`config.mk`:
```
export PLATFORM = sky130hd
export DESIGN_NAME = clb_cfg_loader
export DESIGN_NICKNAME = d
export VERILOG_FILES = /design/src/rtl/clb_cfg_pkg.sv /design/src/rtl/cfg_shift_reg.sv /design/src/rtl/clb_cfg_loader.sv
export SDC_FILE = /design/constraint.sdc
export NUM_CORES = 1
export LEC_CHECK = 0
export CORE_ASPECT_RATIO = 0.6
export CORE_MARGIN = 1.5
export CORE_UTILIZATION = 40
export DETAILED_ROUTE_END_ITERATION = 8
export PLACE_DENSITY = 0.71
export SKIP_LAST_GASP = 1
export SYNTH_ARGS = -nofsm -noshare
export SYNTH_HDL_FRONTEND = slang
export SYNTH_SLANG_ARGS = --single-unit
```
`constraint.sdc`:
```
create_clock -name K -period 6.1 [get_ports K]
set_clock_uncertainty 0.15 [all_clocks]
set_input_delay 0.61 -clock K [delete_from_list [all_inputs] [get_ports K]]
set_output_delay 0.61 -clock K [all_outputs]
set_load 0.02 [all_outputs]
```
`src/rtl/clb_cfg_pkg.sv`:
```
// Shared definitions for the CLB configuration word and its serial loader.
// clb11 and any config-store block decode fields using these bit positions.
package clb_cfg_pkg;

  localparam int         CFG_W     = 38;
  localparam logic [7:0] SYNC_PAT  = 8'b1111_0010;
  localparam int         STOP_BITS = 2;

  // Field positions inside the 38-bit configuration word
  localparam int MUX2_LSB      = 36;
  localparam int MUX3_LSB      = 34;
  localparam int MUX4_LSB      = 32;
  localparam int MUX5_LSB      = 30;
  localparam int MUX6_LSB      = 28;
  localparam int MEM_LSB       = 12;
  localparam int MEM_W         = 16;
  localparam int COMBO_LSB     = 10;
  localparam int O2M1_0_BIT    = 9;
  localparam int O2M2_0_BIT    = 8;
  localparam int O2M3_0_BIT    = 7;
  localparam int O2M1_1_BIT    = 6;
  localparam int O2M2_1_BIT    = 5;
  localparam int O2M3_1_BIT    = 4;
  localparam int DQMUX1_BIT    = 3;
  localparam int DQMUX2_BIT    = 2;
  localparam int FLOPLATCH_BIT = 1;
  localparam int INITQ_BIT     = 0;

  typedef enum logic [2:0] {
    ST_HUNT, ST_LEN, ST_START, ST_DATA, ST_STOP1, ST_STOP2, ST_DONE, ST_ERR
  } cfg_state_t;

endpackage

```
`src/rtl/cfg_shift_reg.sv`:
```
// Enable-gated serial-in/parallel-out register, MSB first; clear wins over shift.
module cfg_shift_reg #(
  parameter int W = 8
) (
  input  logic         clk,
  input  logic         rst_n,
  input  logic         en,
  input  logic         clr,
  input  logic         din,
  output logic [W-1:0] q
);

  always_ff @(posedge clk or negedge rst_n) begin
    if (!rst_n) begin
      q <= '0;
    end else if (clr) begin
      q <= '0;
    end else if (en) begin
      q <= {q[W-2:0], din};
    end
  end

endmodule

```
`src/rtl/clb_cfg_loader.sv`:
```
// Serial CLB configuration loader: sync hunt, 8-bit CLB count, then one
// start/38-bit/stop/stop frame per CLB turned into an addressed write.
module clb_cfg_loader #(
  parameter int NUM_CLB = 64,
  parameter int ADDR_W  = 6,
  parameter int CFG_W   = clb_cfg_pkg::CFG_W
) (
  input  logic              K,
  input  logic              RST_N,
  input  logic              DIN,
  input  logic              DVALID,
  output logic [CFG_W-1:0]  CFG_DATA,
  output logic [ADDR_W-1:0] CFG_ADDR,
  output logic              CFG_WE,
  output logic              DONE,
  output logic              ERR
);
  import clb_cfg_pkg::*;

  localparam logic [8:0] MAX_N         = 9'(NUM_CLB);
  localparam logic [5:0] LAST_DATA_BIT = 6'(CFG_W - 1);

  cfg_state_t       state, state_n;
  logic [5:0]       bit_cnt, bit_cnt_n;
  logic [7:0]       idx, idx_n;
  logic [6:0]       win_q;
  logic [7:0]       cnt_q;
  logic [CFG_W-1:0] word_q;
  logic             win_en, win_clr, cnt_en, word_en, wr;
  logic             match;
  logic [7:0]       n_next;

  // The window keeps only the last 7 bits; the bit being sampled completes it.
  cfg_shift_reg #(.W(7)) u_win (
    .clk(K), .rst_n(RST_N), .en(win_en), .clr(win_clr), .din(DIN), .q(win_q)
  );
  cfg_shift_reg #(.W(8)) u_cnt (
    .clk(K), .rst_n(RST_N), .en(cnt_en), .clr(1'b0), .din(DIN), .q(cnt_q)
  );
  cfg_shift_reg #(.W(CFG_W)) u_word (
    .clk(K), .rst_n(RST_N), .en(word_en), .clr(1'b0), .din(DIN), .q(word_q)
  );

  assign match  = ({win_q, DIN} == SYNC_PAT);
  assign n_next = {cnt_q[6:0], DIN};

  always_comb begin
    state_n   = state;
    bit_cnt_n = bit_cnt;
    idx_n     = idx;
    win_en    = 1'b0;
    win_clr   = 1'b0;
    cnt_en    = 1'b0;
    word_en   = 1'b0;
    wr        = 1'b0;
    if (DVALID) begin
      unique case (state)
        ST_HUNT: begin
          win_en = 1'b1;
          if (match) begin
            win_clr = 1'b1;
            state_n = ST_LEN;
          end
        end
        ST_LEN: begin
          cnt_en    = 1'b1;
          bit_cnt_n = bit_cnt + 6'd1;
          if (bit_cnt == 6'd7) begin
            bit_cnt_n = 6'd0;
            if (n_next == 8'd0)               state_n = ST_DONE;
            else if ({1'b0, n_next} > MAX_N)  state_n = ST_ERR;
            else                              state_n = ST_START;
          end
        end
        ST_START: state_n = DIN ? ST_ERR : ST_DATA;
        ST_DATA: begin
          word_en   = 1'b1;
          bit_cnt_n = bit_cnt + 6'd1;
          if (bit_cnt == LAST_DATA_BIT) begin
            bit_cnt_n = 6'd0;
            state_n   = ST_STOP1;
          end
        end
        ST_STOP1: state_n = DIN ? ST_STOP2 : ST_ERR;
        ST_STOP2: begin
          if (!DIN) begin
            state_n = ST_ERR;
          end else begin
            wr      = 1'b1;
            idx_n   = idx + 8'd1;
            state_n = (idx_n == cnt_q) ? ST_DONE : ST_START;
          end
        end
        default: ; // DONE and ERR hold until reset
      endcase
    end
  end

  always_ff @(posedge K or negedge RST_N) begin
    if (!RST_N) begin
      state    <= ST_HUNT;
      bit_cnt  <= '0;
      idx      <= '0;
      CFG_DATA <= '0;
      CFG_ADDR <= '0;
      CFG_WE   <= 1'b0;
    end else begin
      state   <= state_n;
      bit_cnt <= bit_cnt_n;
      idx     <= idx_n;
      CFG_WE  <= wr;
      if (wr) begin
        CFG_DATA <= word_q;
        CFG_ADDR <= idx[ADDR_W-1:0];
      end
    end
  end

  assign DONE = (state == ST_DONE);
  assign ERR  = (state == ST_ERR);

endmodule

```
# ---- Word level (Yosys, flattened, before mapping)
# Cells that the tools add are included.
dict set report totals {
  regBits 115
  latch_bits 0
  ramBits 0
  rom_bits 0
  out_inout_bits 47
  wordCells 61
  memories 0
}
dict set report op_classes {
  add_sub_neg 2
  mul 0
  div 0
  magnitude_cmp 1
  eq_ne 14
  shifts 0
  n_mux 27
  n_bitwise 0
  n_reduce_logical 8
}
# operator n
set op_table {}
lappend op_table {{two-way mux 3 bit} 8}
lappend op_table {{case mux 3 bit (6 select lines)} 1}
lappend op_table {{two-way mux 7 bit} 2}
lappend op_table {{== test 3 bit, second input constant} 4}
lappend op_table {{two-way mux 1 bit} 12}
lappend op_table {{two-way mux 6 bit} 2}
lappend op_table {{case mux 6 bit (2 select lines)} 1}
lappend op_table {{adder 8 x 1 -> 8 bit, second input constant} 1}
lappend op_table {{== test 8 bit} 1}
lappend op_table {{== test 8 bit, second input constant} 1}
lappend op_table {{> comparator 8 x 7 -> 1 bit, second input constant} 1}
lappend op_table {{logical NOT 8 bit} 1}
lappend op_table {{adder 6 x 1 -> 6 bit, second input constant} 1}
lappend op_table {{== test 3 x 2 -> 1 bit, second input constant} 2}
lappend op_table {{== test 6 x 3 -> 1 bit, second input constant} 1}
lappend op_table {{== test 6 bit, second input constant} 1}
lappend op_table {{!= test 2 bit, second input constant} 3}
lappend op_table {{nonzero test 6 bit} 1}
lappend op_table {{AND reduction 5 bit} 1}
lappend op_table {{nonzero test 2 bit} 2}
lappend op_table {{== test 3 x 1 -> 1 bit, second input constant} 1}
lappend op_table {{logical NOT 3 bit} 1}
lappend op_table {{AND reduction 3 bit} 1}
lappend op_table {{two-way mux 2 bit} 1}
lappend op_table {{AND reduction 2 bit} 1}

# ---- Logic depth before layout (Yosys ltp)
dict set report logic_depth {
  word_depth 5
  depth_mapped 7
  mapped_depth_nobuf 6
}

# ---- By module
# Synthesis repeated with hierarchy kept, for this count alone.
dict set report unflattened {
  hier_cells 506
  area_unflattened_um2 5122.4
}
# module n_inst cells_per_inst area_per_inst_um2
set by_module_without_submodules {}
lappend by_module_without_submodules {clb_cfg_loader 1 336 2965.3}
lappend by_module_without_submodules {{cfg_shift_reg (u_word)} 1 122 1549.0}
lappend by_module_without_submodules {{cfg_shift_reg (u_cnt)} 1 26 325.3}
lappend by_module_without_submodules {{cfg_shift_reg (u_win)} 1 22 282.8}

# ---- Least setup slack after synthesis
# OpenSTA, ideal clock, no wires.
dict set report synth_path {
  path_type {register to register}
  startpoint {register idx[0]}
  endpoint {register state[2]}
  setup_ns 0.086
  arrival_time_ns 1.977
  required_time_ns 5.864
  path_slack_ns 3.887
  path_stages_with_launch 7
  n_path_buf 0
  synth_period_minus_slack_ns 2.213
  cell_sequence {dfrtp_1 > ha_1 > xor2_1 > or4_4 > a2111oi_4 > nand4_1 > a32oi_1}
}
dict set report synth_between {
  elab_chain_cells 5
}
# element line_no
set synth_rtl {}
lappend synth_rtl {{start, declared} clb_cfg_loader.sv:25} ;# logic [7:0] idx, idx_n;
lappend synth_rtl {{start signal, assigned} clb_cfg_loader.sv:110} ;# idx <= idx_n;
lappend synth_rtl {{adder 8 x 1 -> 8 bit} clb_cfg_loader.sv:90} ;# idx_n = idx + 8'd1;
lappend synth_rtl {{== test 8 bit} clb_cfg_loader.sv:91} ;# state_n = (idx_n == cnt_q) ? ST_DONE : ST_START;
lappend synth_rtl {{two-way mux 3 bit} clb_cfg_loader.sv:91}
lappend synth_rtl {{two-way mux 3 bit} clb_cfg_loader.sv:86} ;# if (!DIN) begin
lappend synth_rtl {{case mux 3 bit (6 select lines)} clb_cfg_loader.sv:57} ;# unique case (state)
lappend synth_rtl {{end signal, assigned} clb_cfg_loader.sv:108} ;# state <= state_n;
lappend synth_rtl {{end, declared} clb_cfg_loader.sv:23} ;# cfg_state_t state, state_n;
# No other way between the ends.
# A chain may end at the register's enable or synchronous reset.

# ---- Final worst setup path
dict set report layout_path {
  startpoint {register state[1]}
  endpoint {output port DONE}
}
dict set report layout_between {
  elab_chain_cells 1
}
# element line_no
set layout_rtl {}
lappend layout_rtl {{== test 3 bit} clb_cfg_loader.sv:119} ;# assign DONE = (state == ST_DONE);
lappend layout_rtl {{end, declared} clb_cfg_loader.sv:15} ;# output logic DONE,
# No other way between the ends.

==> flow_metrics.env <==
export IMPL_status="complete, no violations"
export IMPL_drv_slew=0
export IMPL_ys_flop_type="dfrtp_1"
export IMPL_hpwl_mm=6.159
export IMPL_antenna_found_initial=0
export IMPL_ys_seq_area_share_pct=59.19
export IMPL_setup_tns_ns=0
export IMPL_grt_max_degree=62
export IMPL_fp_row_count=30
export IMPL_required_ns=5.34
export IMPL_setup_viol=0
export IMPL_cts_hold_buffers_added=0
export IMPL_hold_ws_ns=0.1193
export IMPL_synth_edf_count=0
export IMPL_finalHoldViolCount=0
export IMPL_clkTransAtPathRegs_ns=0.05
export IMPL_async_reset_ff_share_pct=100.0
export IMPL_path_class="flop to primary output"
export IMPL_netlist_area_leader_share_pct=59.19
export IMPL_drtIter0Drc=242
export IMPL_nets=505
export IMPL_post_place_ws_ns=2.921
export IMPL_drv_cap=0
export IMPL_grt_setup_unrepaired="no"
export IMPL_via_per_inst=4.982
export IMPL_yosys_area_top_type="dfrtp_1"
export IMPL_cts_resized=0
export IMPL_htreeDepth=4
export IMPL_routabilityCongestion=0.7661
export IMPL_syn_cell_area_um2=4862
export IMPL_cts_path_max_buffers=2
export IMPL_dr_pass1_iters=4
export IMPL_cp_end_kind="primary output"
export IMPL_grt_pass1_wl_mm=16.88
export IMPL_fin_crit_ns=2.771
export IMPL_ys_ff_latch=115
export IMPL_io_pins=51
export IMPL_drive_above_1_share_pct=8.841
export IMPL_cts_sinks=115
export IMPL_antenna_left=0
export IMPL_synthTopCellsByArea="dfrtp_1 59%, nand2_1 12%, mux2_1 9.0%"
export IMPL_worstSkewPairLatency_ns=0.40
export IMPL_worstPathMaxFanout=11
export IMPL_worst_setup_path_start_kind="flop"
export IMPL_post_drt_wl_per_cell_um=14.55
export IMPL_fmax_mhz=360.9
export IMPL_finalWirelength_mm=9.734
export IMPL_pwr_density_cell_nw_per_um2=403.6
export IMPL_worst_slew_pin_slew_ns=0.9368
export IMPL_antenna_cells=0
export IMPL_period_share_pct=45.43
export IMPL_port_buffers=50
export IMPL_slew_headroom_pct=37.33
export IMPL_cts_tree="done"
export IMPL_die_area_um2=12850
export IMPL_cts_root_buf="clkbuf_16"
export IMPL_syn_to_final_growth_pct=24.40
export IMPL_arrival_ns=2.01
export IMPL_overflow=0
export IMPL_drc=0
export IMPL_postLayoutCoreUtil_pct=52.32
export IMPL_synth_warnings=0
export IMPL_syn_area_per_cell_um2=10.85
export IMPL_final_common_cell="nand2_1"
export IMPL_netlist_instances=448
export IMPL_start_util_pct=42.06
export IMPL_hp_class="input port to asynchronous set/reset pin"
export IMPL_die_x_um=145.3
export IMPL_syn_nets=455
export IMPL_post_cts_buffers=0
export IMPL_die_h_um=88.40
export IMPL_power_total_w=0.002441
export IMPL_track_usage_pct=16.84
export IMPL_layout_common_cells="154 x nand2_1, 115 x dfrtp_1, 49 x clkdlybuf4s50_1, 39 x mux2_1, 17 x clkbuf_16"
export IMPL_synthDistinctLibCells=50
export IMPL_grt_pass1_vias=3478
export IMPL_cts_made_buffers=17
export IMPL_worst_slack_ns=3.329
export IMPL_p_leak_nw=3.030
export IMPL_route_vias_total=3333
export IMPL_vdd_drop_max_mv=0.1925
export IMPL_core_area_um2=11560
through the flow:
step                      cells  cell area (um2)
after floorplan             448             4862
after global placement      639             5478
after detailed placement    639             5478
after CTS                   669             6048
after global routing        669             6048
final                       669             6048
cells in the mapped netlist (3+ instances only):
master,n
clkbuf_1,11
xor2_1,6
nor3_1,6
mux2_1,39
ha_1,3
nor2b_1,4
a21oi_1,3
nand4_1,7
nand3_1,6
nor2_1,9
dfrtp_1,115
o21ai_0,5
buf_2,8
xnor2_1,10
mux2_2,8
or4_1,3
inv_1,6
a22o_1,4
o21ai_1,4
nand2_1,155
worst paths after layout:
check                            start           end  slack [ns]  cells past startpoint
max                           state[1]          DONE        3.33                      3
min                              RST_N   CFG_ADDR[0]        0.12                      1
max reg2reg                   state[1]        idx[6]        3.55                      6
min reg2reg                CFG_DATA[3]   CFG_DATA[3]        0.32                      2
max in group asynchronous        RST_N  CFG_DATA[26]        4.50                      2
min in group K             CFG_DATA[3]   CFG_DATA[3]        0.32                      2
critical path, cell delays in order, from the launching register on:
cell and delay, ns:
dfrtp_1 0.56, inv_1 0.20, nor3_1 0.22, clkdlybuf4s50_1 0.63
state kept, by name, indices dropped and copies added (netlist names):
register  flops
CFG_DATA     38
u_cnt.q       8
idx           8
state         3
u_word.q     38
u_win.q       7
CFG_WE        1
CFG_ADDR      6
bit_cnt       6
logic make-up (layout without fill, tap and decap cells):
group	Yosys count	count (layout)	share of synthesized area, %
and+or+nand+nor	203	203	17.91
DFF	115	115	59.19
muxes	49	49	11.30
AOI/OAI and AO/OA	34	34	5.353
buffers and inverters	28	89	2.599
xor gates and xnor gates	16	16	2.882
adders and majority gates	3	3	0.7721
power breakdown:
group	internal, W	total, W	switching (W)
Clock	0.000637	0.000955	0.000318
Combinational	0.000222	0.000480	0.000258
Sequential	0.000874	0.00101	0.000132
Total	0.00173	0.00244	0.000708
layer usage:
| metal | up-vias | global-route usage [%] | share of wire, % |
|---|---|---|---|
| met2 | 72 | 26.15 | 45 |
| met1 | 1652 | 22.08 | 50 |
| met3 | 11 | 5.103 | 4.0 |
| li1 | 1598 | - | - |
| met5 | - | 0 | 0 |
| met4 | 0 | 7.699 | 1.7 |
cell type report:
class | count | area [um2]
Clock buffer | 25 | 495.5
Clock inverter | 5 | 75.07
Timing Repair Buffer | 52 | 513.0
Inverter | 7 | 26.28
Tap cell | 160 | 200.2
Fill cell | 1017 | 5513
Multi-Input combinational cell | 305 | 1861
Sequential cell | 115 | 2878
No activity file was read; power rests on OpenSTA's default activity.
